## src/rtl/text_ctrl_pkg.sv

```systemverilog
// Shared definitions for the TextBlock character RAM writer.
// Contents:
//   op_e         - command op codes (2'b11 is treated like NOP)
//   state_e      - controller FSM states
//   CHAR_*       - ASCII constants used when building RAM words
//   format_field - turns 5 BCD digits into the 8-char right-aligned field
package text_ctrl_pkg;

    typedef enum logic [1:0] {
        OP_NOP   = 2'b00,
        OP_CLEAR = 2'b01,
        OP_PRINT = 2'b10
    } op_e;

    typedef enum logic [2:0] {
        IDLE,
        CLEAR,
        CONV,
        WR0,
        WR1,
        FIN
    } state_e;

    localparam logic [7:0]  CHAR_SPACE  = 8'h20;
    localparam logic [7:0]  CHAR_ZERO   = 8'h30;
    localparam int          FIELD_CHARS = 8;
    localparam int          CONV_CYCLES = 16;
    localparam logic [31:0] SPACE_WORD  = {4{CHAR_SPACE}};

    // Char i of the field sits in bits [8i+7:8i], so bits [31:0] are the
    // first RAM word and [63:32] the second. Three leading pad spaces,
    // then the digits from ten-thousands down to units; zeros before the
    // first non-zero digit are blanked, the units digit never is.
    function automatic logic [8*FIELD_CHARS-1:0] format_field(input logic [19:0] bcd);
        logic [8*FIELD_CHARS-1:0] field;
        logic                     leading;
        logic [3:0]               digit;
        field   = {FIELD_CHARS{CHAR_SPACE}};
        leading = 1'b1;
        for (int k = 0; k < 5; k++) begin
            digit = bcd[4*(4-k) +: 4];
            if (leading && digit == 4'd0 && k != 4) begin
                field[8*(3+k) +: 8] = CHAR_SPACE;
            end else begin
                leading             = 1'b0;
                field[8*(3+k) +: 8] = CHAR_ZERO + {4'd0, digit};
            end
        end
        return field;
    endfunction

endpackage

```

## src/rtl/bin2bcd_seq.sv

```systemverilog
// Sequential 16-bit binary to 5-digit BCD converter (double dabble).
// Ports:
//   clk, rst_n - clock, synchronous active-low reset
//   start      - pulse with value valid; loads the converter
//   value      - 16-bit unsigned input
//   done       - one-cycle pulse after the last iteration
//   bcd        - 5 BCD digits, [19:16] most significant; stable until next start
// One iteration per clock, so done follows start by CONV_CYCLES edges.
module bin2bcd_seq
    import text_ctrl_pkg::*;
(
    input  logic        clk,
    input  logic        rst_n,
    input  logic        start,
    input  logic [15:0] value,
    output logic        done,
    output logic [19:0] bcd
);

    logic [15:0] bin_q;
    logic [3:0]  iter_q;
    logic        running_q;
    logic [19:0] adjusted;

    // Add-3 correction on every digit that would overflow past 9 when doubled.
    always_comb begin
        adjusted = bcd;
        for (int d = 0; d < 5; d++) begin
            if (bcd[4*d +: 4] >= 4'd5) begin
                adjusted[4*d +: 4] = bcd[4*d +: 4] + 4'd3;
            end
        end
    end

    always_ff @(posedge clk) begin
        if (!rst_n) begin
            bin_q     <= '0;
            iter_q    <= '0;
            running_q <= 1'b0;
            done      <= 1'b0;
            bcd       <= '0;
        end else begin
            done <= 1'b0;
            if (start) begin
                bin_q     <= value;
                bcd       <= '0;
                iter_q    <= '0;
                running_q <= 1'b1;
            end else if (running_q) begin
                bcd    <= {adjusted[18:0], bin_q[15]};
                bin_q  <= {bin_q[14:0], 1'b0};
                iter_q <= iter_q + 4'd1;
                if (iter_q == 4'(CONV_CYCLES - 1)) begin
                    running_q <= 1'b0;
                    done      <= 1'b1;
                end
            end
        end
    end

endmodule

```

## src/rtl/text_ram_ctrl.sv

```systemverilog
// Command-driven writer for the TextBlock character RAM write port.
// Ports:
//   clk, rst_n          - clock, synchronous active-low reset
//   cmd_valid/cmd_ready - command handshake (accepted when both high)
//   cmd_op              - 01 CLEAR screen to spaces, 10 PRINT value, else NOP
//   cmd_addr            - PRINT: word address of the field's first word
//   cmd_value           - PRINT: 16-bit unsigned value
//   busy                - command in progress
//   done                - one-cycle pulse when a command completes
//   we, wa, wdata       - RAM write port (4 chars per word, byte k = column k)
// All outputs are registers loaded with the values chosen for the state
// being entered, so e.g. entering WR0 is the cycle word 0 is on the bus.
module text_ram_ctrl
    import text_ctrl_pkg::*;
#(
    parameter  int TEXT_WIDTH  = 16,
    parameter  int TEXT_HEIGHT = 16,
    localparam int WA_W        = $clog2(TEXT_WIDTH) + $clog2(TEXT_HEIGHT) - 2
)(
    input  logic            clk,
    input  logic            rst_n,
    input  logic            cmd_valid,
    output logic            cmd_ready,
    input  logic [1:0]      cmd_op,
    input  logic [WA_W-1:0] cmd_addr,
    input  logic [15:0]     cmd_value,
    output logic            busy,
    output logic            done,
    output logic            we,
    output logic [WA_W-1:0] wa,
    output logic [31:0]     wdata
);

    localparam int NWORDS = TEXT_WIDTH * TEXT_HEIGHT / 4;

    state_e                 state_q, state_d;
    logic   [WA_W:0]        cnt_q, cnt_d;
    logic   [WA_W-1:0]      addr_q, addr_d;
    logic                   ready_d, busy_d, done_d, we_d;
    logic   [WA_W-1:0]      wa_d;
    logic   [31:0]          wdata_d;
    logic                   bcd_start, bcd_done;
    logic   [19:0]          bcd;
    logic   [63:0]          field;

    bin2bcd_seq u_bin2bcd (
        .clk   (clk),
        .rst_n (rst_n),
        .start (bcd_start),
        .value (cmd_value),
        .done  (bcd_done),
        .bcd   (bcd)
    );

    assign field = format_field(bcd);

    always_ff @(posedge clk) begin
        if (!rst_n) begin
            state_q   <= IDLE;
            cmd_ready <= 1'b0;
            busy      <= 1'b0;
            done      <= 1'b0;
            we        <= 1'b0;
            wa        <= '0;
            wdata     <= '0;
            cnt_q     <= '0;
            addr_q    <= '0;
        end else begin
            state_q   <= state_d;
            cmd_ready <= ready_d;
            busy      <= busy_d;
            done      <= done_d;
            we        <= we_d;
            wa        <= wa_d;
            wdata     <= wdata_d;
            cnt_q     <= cnt_d;
            addr_q    <= addr_d;
        end
    end

    // FIN accepts commands exactly like IDLE so back-to-back commands lose
    // no cycle. A NOP passes through WR1, which only ever finishes, giving
    // the single busy cycle before its done pulse without a write.
    always_comb begin
        state_d   = state_q;
        ready_d   = cmd_ready;
        busy_d    = busy;
        done_d    = 1'b0;
        we_d      = 1'b0;
        wa_d      = wa;
        wdata_d   = wdata;
        cnt_d     = cnt_q;
        addr_d    = addr_q;
        bcd_start = 1'b0;
        case (state_q)
            IDLE, FIN: begin
                ready_d = 1'b1;
                busy_d  = 1'b0;
                state_d = IDLE;
                if (cmd_valid && cmd_ready) begin
                    ready_d = 1'b0;
                    busy_d  = 1'b1;
                    addr_d  = cmd_addr;
                    case (op_e'(cmd_op))
                        OP_CLEAR: begin
                            state_d = CLEAR;
                            cnt_d   = '0;
                        end
                        OP_PRINT: begin
                            state_d   = CONV;
                            bcd_start = 1'b1;
                        end
                        default: state_d = WR1;
                    endcase
                end
            end
            CLEAR: begin
                if (cnt_q == (WA_W+1)'(NWORDS)) begin
                    state_d = FIN;
                    done_d  = 1'b1;
                    busy_d  = 1'b0;
                    ready_d = 1'b1;
                end else begin
                    we_d    = 1'b1;
                    wa_d    = cnt_q[WA_W-1:0];
                    wdata_d = SPACE_WORD;
                    cnt_d   = cnt_q + 1'b1;
                end
            end
            CONV: begin
                if (bcd_done) begin
                    state_d = WR0;
                    we_d    = 1'b1;
                    wa_d    = addr_q;
                    wdata_d = field[31:0];
                end
            end
            WR0: begin
                // Word address arithmetic wraps at NWORDS since NWORDS = 2**WA_W.
                state_d = WR1;
                we_d    = 1'b1;
                wa_d    = addr_q + 1'b1;
                wdata_d = field[63:32];
            end
            WR1: begin
                state_d = FIN;
                done_d  = 1'b1;
                busy_d  = 1'b0;
                ready_d = 1'b1;
            end
            default: state_d = IDLE;
        endcase
    end

endmodule

```

## config.mk

```make
export PLATFORM = sky130hd
export DESIGN_NAME = text_ram_ctrl
export DESIGN_NICKNAME = d
export VERILOG_FILES = /design/src/rtl/text_ctrl_pkg.sv /design/src/rtl/bin2bcd_seq.sv /design/src/rtl/text_ram_ctrl.sv
export SDC_FILE = /design/constraint.sdc
export NUM_CORES = 1
export LEC_CHECK = 0
export ABC_AREA = 1
export BUFFER_PORTS_ARGS = -buffer_cell sky130_fd_sc_hd__buf_2
export CAP_MARGIN = 20
export CORE_MARGIN = 4
export CORE_UTILIZATION = 25
export CTS_CLUSTER_SIZE = 24
export DETAILED_ROUTE_END_ITERATION = 12
export GPL_TIMING_DRIVEN = 0
export PLACE_DENSITY = 0.51
export SYNTH_ARGS = -nofsm -noshare
export SYNTH_HDL_FRONTEND = slang
export SYNTH_SLANG_ARGS = --single-unit
```

## constraint.sdc

```tcl
create_clock -name clk -period 1.34 [get_ports clk]
set_input_delay 0.134 -clock clk [delete_from_list [all_inputs] [get_ports clk]]
set_output_delay 0.134 -clock clk [all_outputs]
set_load 0.01 [all_outputs]
```

==> metrics.md <==
| Metric | Value |
|---|---|
| Largest fanout on the critical path | 6 |
| Slowest library cell on the worst path | sky130_fd_sc_hd__dfxtp_2 |
| Initial antenna violation count | 0 |
| Violations in the final reports | hold timing, setup timing |
| Share of the clock period used by the worst path | 1.065 |
| Worst Clk Skew | roughly 0.0067 ns |
| Sort of element at the start of the critical path | flop |
| Routed wirelength normalized by instance count | ~14 um |
| Number of global-route vias before repair | roughly 4100 |
| Cell family contributing the most delay on the critical path | buffers and inverters |
| Post-Place Setup Slack | -0.3242 ns |
| Setup repair after global routing missed its margin | yes |
| Filler cell count in the final layout | about 1800 |
| Number of input and output port buffers inserted | 60 |
| Sequential cell area fraction in the yosys report | 0.4070 |
| Clock insertion delay at the later pin of the skew report | ~0.35 ns |
| Number of warnings printed during yosys synthesis | 0 |
| Power after layout | 9.298 mW |
| Transition time at the pin with the least slew margin | 0.6745 ns |
| Post-Layout Inst Area | ~6400 um^2 |
| Number of violations of the max-capacitance limit | 0 |
| Wire length of the first global-routing pass | 20.69 mm |
| Final Hold Viols | 2 |
| Post-detail-place hpwl | about 8.9 mm |
| Pin count of the biggest net entering global routing | 15 |
| Result of the run | complete, but fails checks |
| Number of iterations in the first detailed-routing pass | 4 |
| Critical path's largest stage delay | approximately 0.33 ns |
| Antenna Violating Nets Remaining | 0 |
| Multi-input gate area in the final layout | roughly 2700 um^2 |
| Total setup violations reported at the end of the flow | 63 |
| Endpoint kind of the worst setup timing path | flop |
| CTS tree | done |
| Number of max-slew violations in the final report | 0 |
| Buffering stage count on the worst path with inverters included | 4 |
| Highest routed layer | met4 |
| Number of synthesized register bits | 89 |
| Maximum operating frequency | 700.5 MHz |
| Total met3 wirelength after detailed routing | about 510 um |
| Syn avg cell area | slightly above 7 um^2 |
| Share of the core filled with cells in the final layout | 0.3730 |
| Initial Utilization | 0.2540 |
| Floorplan die height | between 100 and 150 um |
| Req. time, crit path | 1.62 ns |
| CTS max path bufs | 2 |
| Final layout net count | between 700 and 800 |
| Sink Count | 89 |
| Die Span X | ~140 um |
| Detailed router's first-iteration violation count | slightly above 300 |
| Final hold slack | -0.008328 ns |
| Cell Pwr Density | between 1000 and 1500 nW/um^2 |
| Total wire length after detailed routing | approximately 14 mm |
| Syn Std Cell Area | about 4400 um^2 |
| Detailed-route DRC error count | 0 |
| Clock transition at the registers of the reported paths | approximately 0.070 ns |
| Instance area at placement | between 5000 and 6000 um^2 |
| Count of distinct cell types in the synthesized netlist | 35 |
| Total negative slack for setup checks | -2.469 ns |
| Leakage power summed over all cells | between 2 and 3 nW |
| Area growth, synth to finish | 46.87% |
| Most common cell on crit path | sky130_fd_sc_hd__inv_2 |
| Placer's final routability congestion estimate | between 0.8 and 0.9 |
| Register Area | 1812 um^2 |
| Maximum level of the CTS H-tree | 3 |
| Antenna diodes | 0 |
| Max VDD drop | 0.5583 mV |
| Number of rows created at floorplan | 48 |
| Met1 WL | around 5.9 mm |
| Via count | about 4500 |
| Met2 wire len | between 6 and 7 mm |
| Via/cell ratio | around 4.6 |
| Worst hold path type | in2reg |
| Post-Synthesis Cells | slightly above 600 |
| Number of top-level pins | 69 |
| Arr. time, crit path | about 1.7 ns |
| Area of the core | around 17000 um^2 |
| WS Path Type | reg2reg |
| List of cells traversed by the critical path | inv_2 > ha_4 > nand2_2 > inv_2 > nand3_4 > nand2_4 > nand2_8 > inv_8 > clkbuf_16 > nand2_1 > a21oi_1 |
| Proportion of layout cells with a drive suffix above 1 | 0.3815 |
| Setup WS post-layout | -0.08748 ns |
| GRT overflow | 0 |
| Global router's overall resource usage | 0.1298 |
| Clock buffers created by TritonCTS | 9 |
| Clk Tree Root Cell | sky130_fd_sc_hd__clkbuf_16 |
| Time the final worst path needs with I/O delays and setup | between 1 and 1.5 ns |
| Worst-case headroom to the max-slew limit | 0.5503 |
| Overall die area | about 20000 um^2 |
==> logic make-up (layout without fill, tap and decap cells) <==
family / after synthesis / count (layout) / share of synthesized area
and+or+nand+nor: 257 / 257 / 0.2481
buffers and inverters: 95 / 220 / 0.09860
other: 1 / 8 / 0.0008566
AOI/OAI and AO/OA: 144 / 144 / 0.1703
adders and majority gates: 20 / 20 / 0.05716
DFF: 89 / 89 / 0.4070
xor gates and xnor gates: 9 / 9 / 0.01801
==> worst register-to-register path, delay by kind of cell (launching register included) <==
family,cells,cell delay (ns)
fa+ha+maj,1,0.13
simple gates,5,0.35
compound gates,1,0.13
buf+inv,4,0.40
flops,1,0.33
==> placed cells by master (no fill, tap or decap), drive strengths merged <==
cell type / netlist / final
nand2: 128 / 128
buf: 22 / 126
dfxtp: 89 / 89
nor2: 70 / 70
a21oi: 66 / 66
o21ai: 64 / 64
inv: 59 / 60
nand3: 45 / 45
clkbuf: 13 / 27
ha: 20 / 20
o22ai: 8 / 8
xor2: 8 / 8
conb: 1 / 8
nor3: 5 / 5
nand4: 4 / 4
dlygate4sd3: 0 / 3
or2: 2 / 2
o211ai: 2 / 2
bufinv: 0 / 2
a31oi: 2 / 2
nor3b: 2 / 2
clkinv: 1 / 1
o21bai: 1 / 1
o211a: 1 / 1
xnor2: 1 / 1
nand3b: 1 / 1
clkinvlp: 0 / 1
==> metrics by stage <==
stage	cells	hold WS [ns]
floorplan	622	0.2689
global placement	907	0.3598
detailed placement	907	0.3609
CTS	955	0.0002852
global route	972	0.001282
finish	972	-0.008328
==> power by group <==
group | leakage (nW) | internal (mW) | switching, mW
combinational | 1.75 | 1.48 | 1.79
clock | 0.152 | 1.68 | 1.10
sequential | 0.728 | 2.95 | 0.303
==> metal layers <==
metal,vias to the layer above,track usage
met5,-,0
met2,94,0.2238
li1,2265,-
met4,0,0.04793
met1,2074,0.1609
met3,21,0.02390
==> state kept, by name, summed over array words and instances (netlist names) <==
name / flops
u_bin2bcd.running_q: 1
addr_q: 6
state_q: 3
cnt_q: 7
u_bin2bcd.bin_q: 16
busy: 1
u_bin2bcd.iter_q: 4
we: 1
done: 1
wa: 6
u_bin2bcd.done: 1
u_bin2bcd.bcd: 20
cmd_ready: 1
wdata: 21
==> synth_stat cells <==
master | count | share of area
sky130_fd_sc_hd__nand4_1 | 4 | 0.0057
sky130_fd_sc_hd__o211ai_1 | 2 | 0.0034
sky130_fd_sc_hd__buf_4 | 11 | 0.019
sky130_fd_sc_hd__nand2_1 | 126 | 0.11
sky130_fd_sc_hd__buf_1 | 1 | 0.00086
sky130_fd_sc_hd__nand2_4 | 1 | 0.0026
sky130_fd_sc_hd__inv_4 | 1 | 0.0014
sky130_fd_sc_hd__xnor2_1 | 1 | 0.0020
sky130_fd_sc_hd__clkbuf_1 | 13 | 0.011
sky130_fd_sc_hd__nor3b_1 | 2 | 0.0034
sky130_fd_sc_hd__or2_2 | 2 | 0.0029
sky130_fd_sc_hd__inv_1 | 51 | 0.044
sky130_fd_sc_hd__o22ai_1 | 8 | 0.011
sky130_fd_sc_hd__o21bai_1 | 1 | 0.0017
sky130_fd_sc_hd__dfxtp_1 | 89 | 0.41
sky130_fd_sc_hd__o21ai_0 | 47 | 0.054
sky130_fd_sc_hd__o21ai_1 | 17 | 0.019
sky130_fd_sc_hd__nand3_1 | 44 | 0.050
sky130_fd_sc_hd__nor3_1 | 5 | 0.0057
sky130_fd_sc_hd__nand2_2 | 1 | 0.0014
sky130_fd_sc_hd__nor2_1 | 65 | 0.056
sky130_fd_sc_hd__o211a_1 | 1 | 0.0023
sky130_fd_sc_hd__conb_1 | 1 | 0.00086
sky130_fd_sc_hd__buf_6 | 3 | 0.0077
sky130_fd_sc_hd__xor2_1 | 8 | 0.016
sky130_fd_sc_hd__buf_2 | 7 | 0.0080
sky130_fd_sc_hd__clkinv_1 | 1 | 0.00086
sky130_fd_sc_hd__nor2_4 | 1 | 0.0026
sky130_fd_sc_hd__nand3_2 | 1 | 0.0023
sky130_fd_sc_hd__a31oi_1 | 2 | 0.0029
sky130_fd_sc_hd__nand3b_1 | 1 | 0.0017
sky130_fd_sc_hd__a21oi_1 | 66 | 0.075
sky130_fd_sc_hd__inv_2 | 7 | 0.0060
sky130_fd_sc_hd__ha_1 | 20 | 0.057
sky130_fd_sc_hd__nor2_2 | 4 | 0.0057
==> final timing paths <==
kind / startpoint / end / slack [ns] / depth (start not counted)
max reg2reg: cnt_q[1]$_SDFFE_PN0P_ / wdata[25]$_SDFFE_PN0P_ / -0.09 / 11
min reg2reg: wdata[18]$_SDFFE_PN0P_ / wdata[18]$_SDFFE_PN0P_ / 0.46 / 2
max: cnt_q[1]$_SDFFE_PN0P_ / wdata[25]$_SDFFE_PN0P_ / -0.09 / 11
min: cmd_value[7] / u_bin2bcd.bin_q[7]$_SDFFE_PN0P_ / -0.008 / 3
==> what timing repair did <==
item	CTS	global route
pin swaps	19	27
hold buffers	3	0
resized for setup	92	118
buffers inserted	29	13
setup endpoints to repair	86	86
gates cloned	2	4
endpoints found under the hold margin	3	0
==> area by class of cell <==
class	instances	area share
Clock inverter	4	0.01187
Timing Repair Buffer	111	0.1302
Inverter	60	0.04009
Clock buffer	11	0.03775
Tap cell	225	0.04378
Sequential cell	89	0.2818
Buffer	34	0.03970
Multi-Input combinational cell	438	0.4149
(Power assumes the default switching activity.)
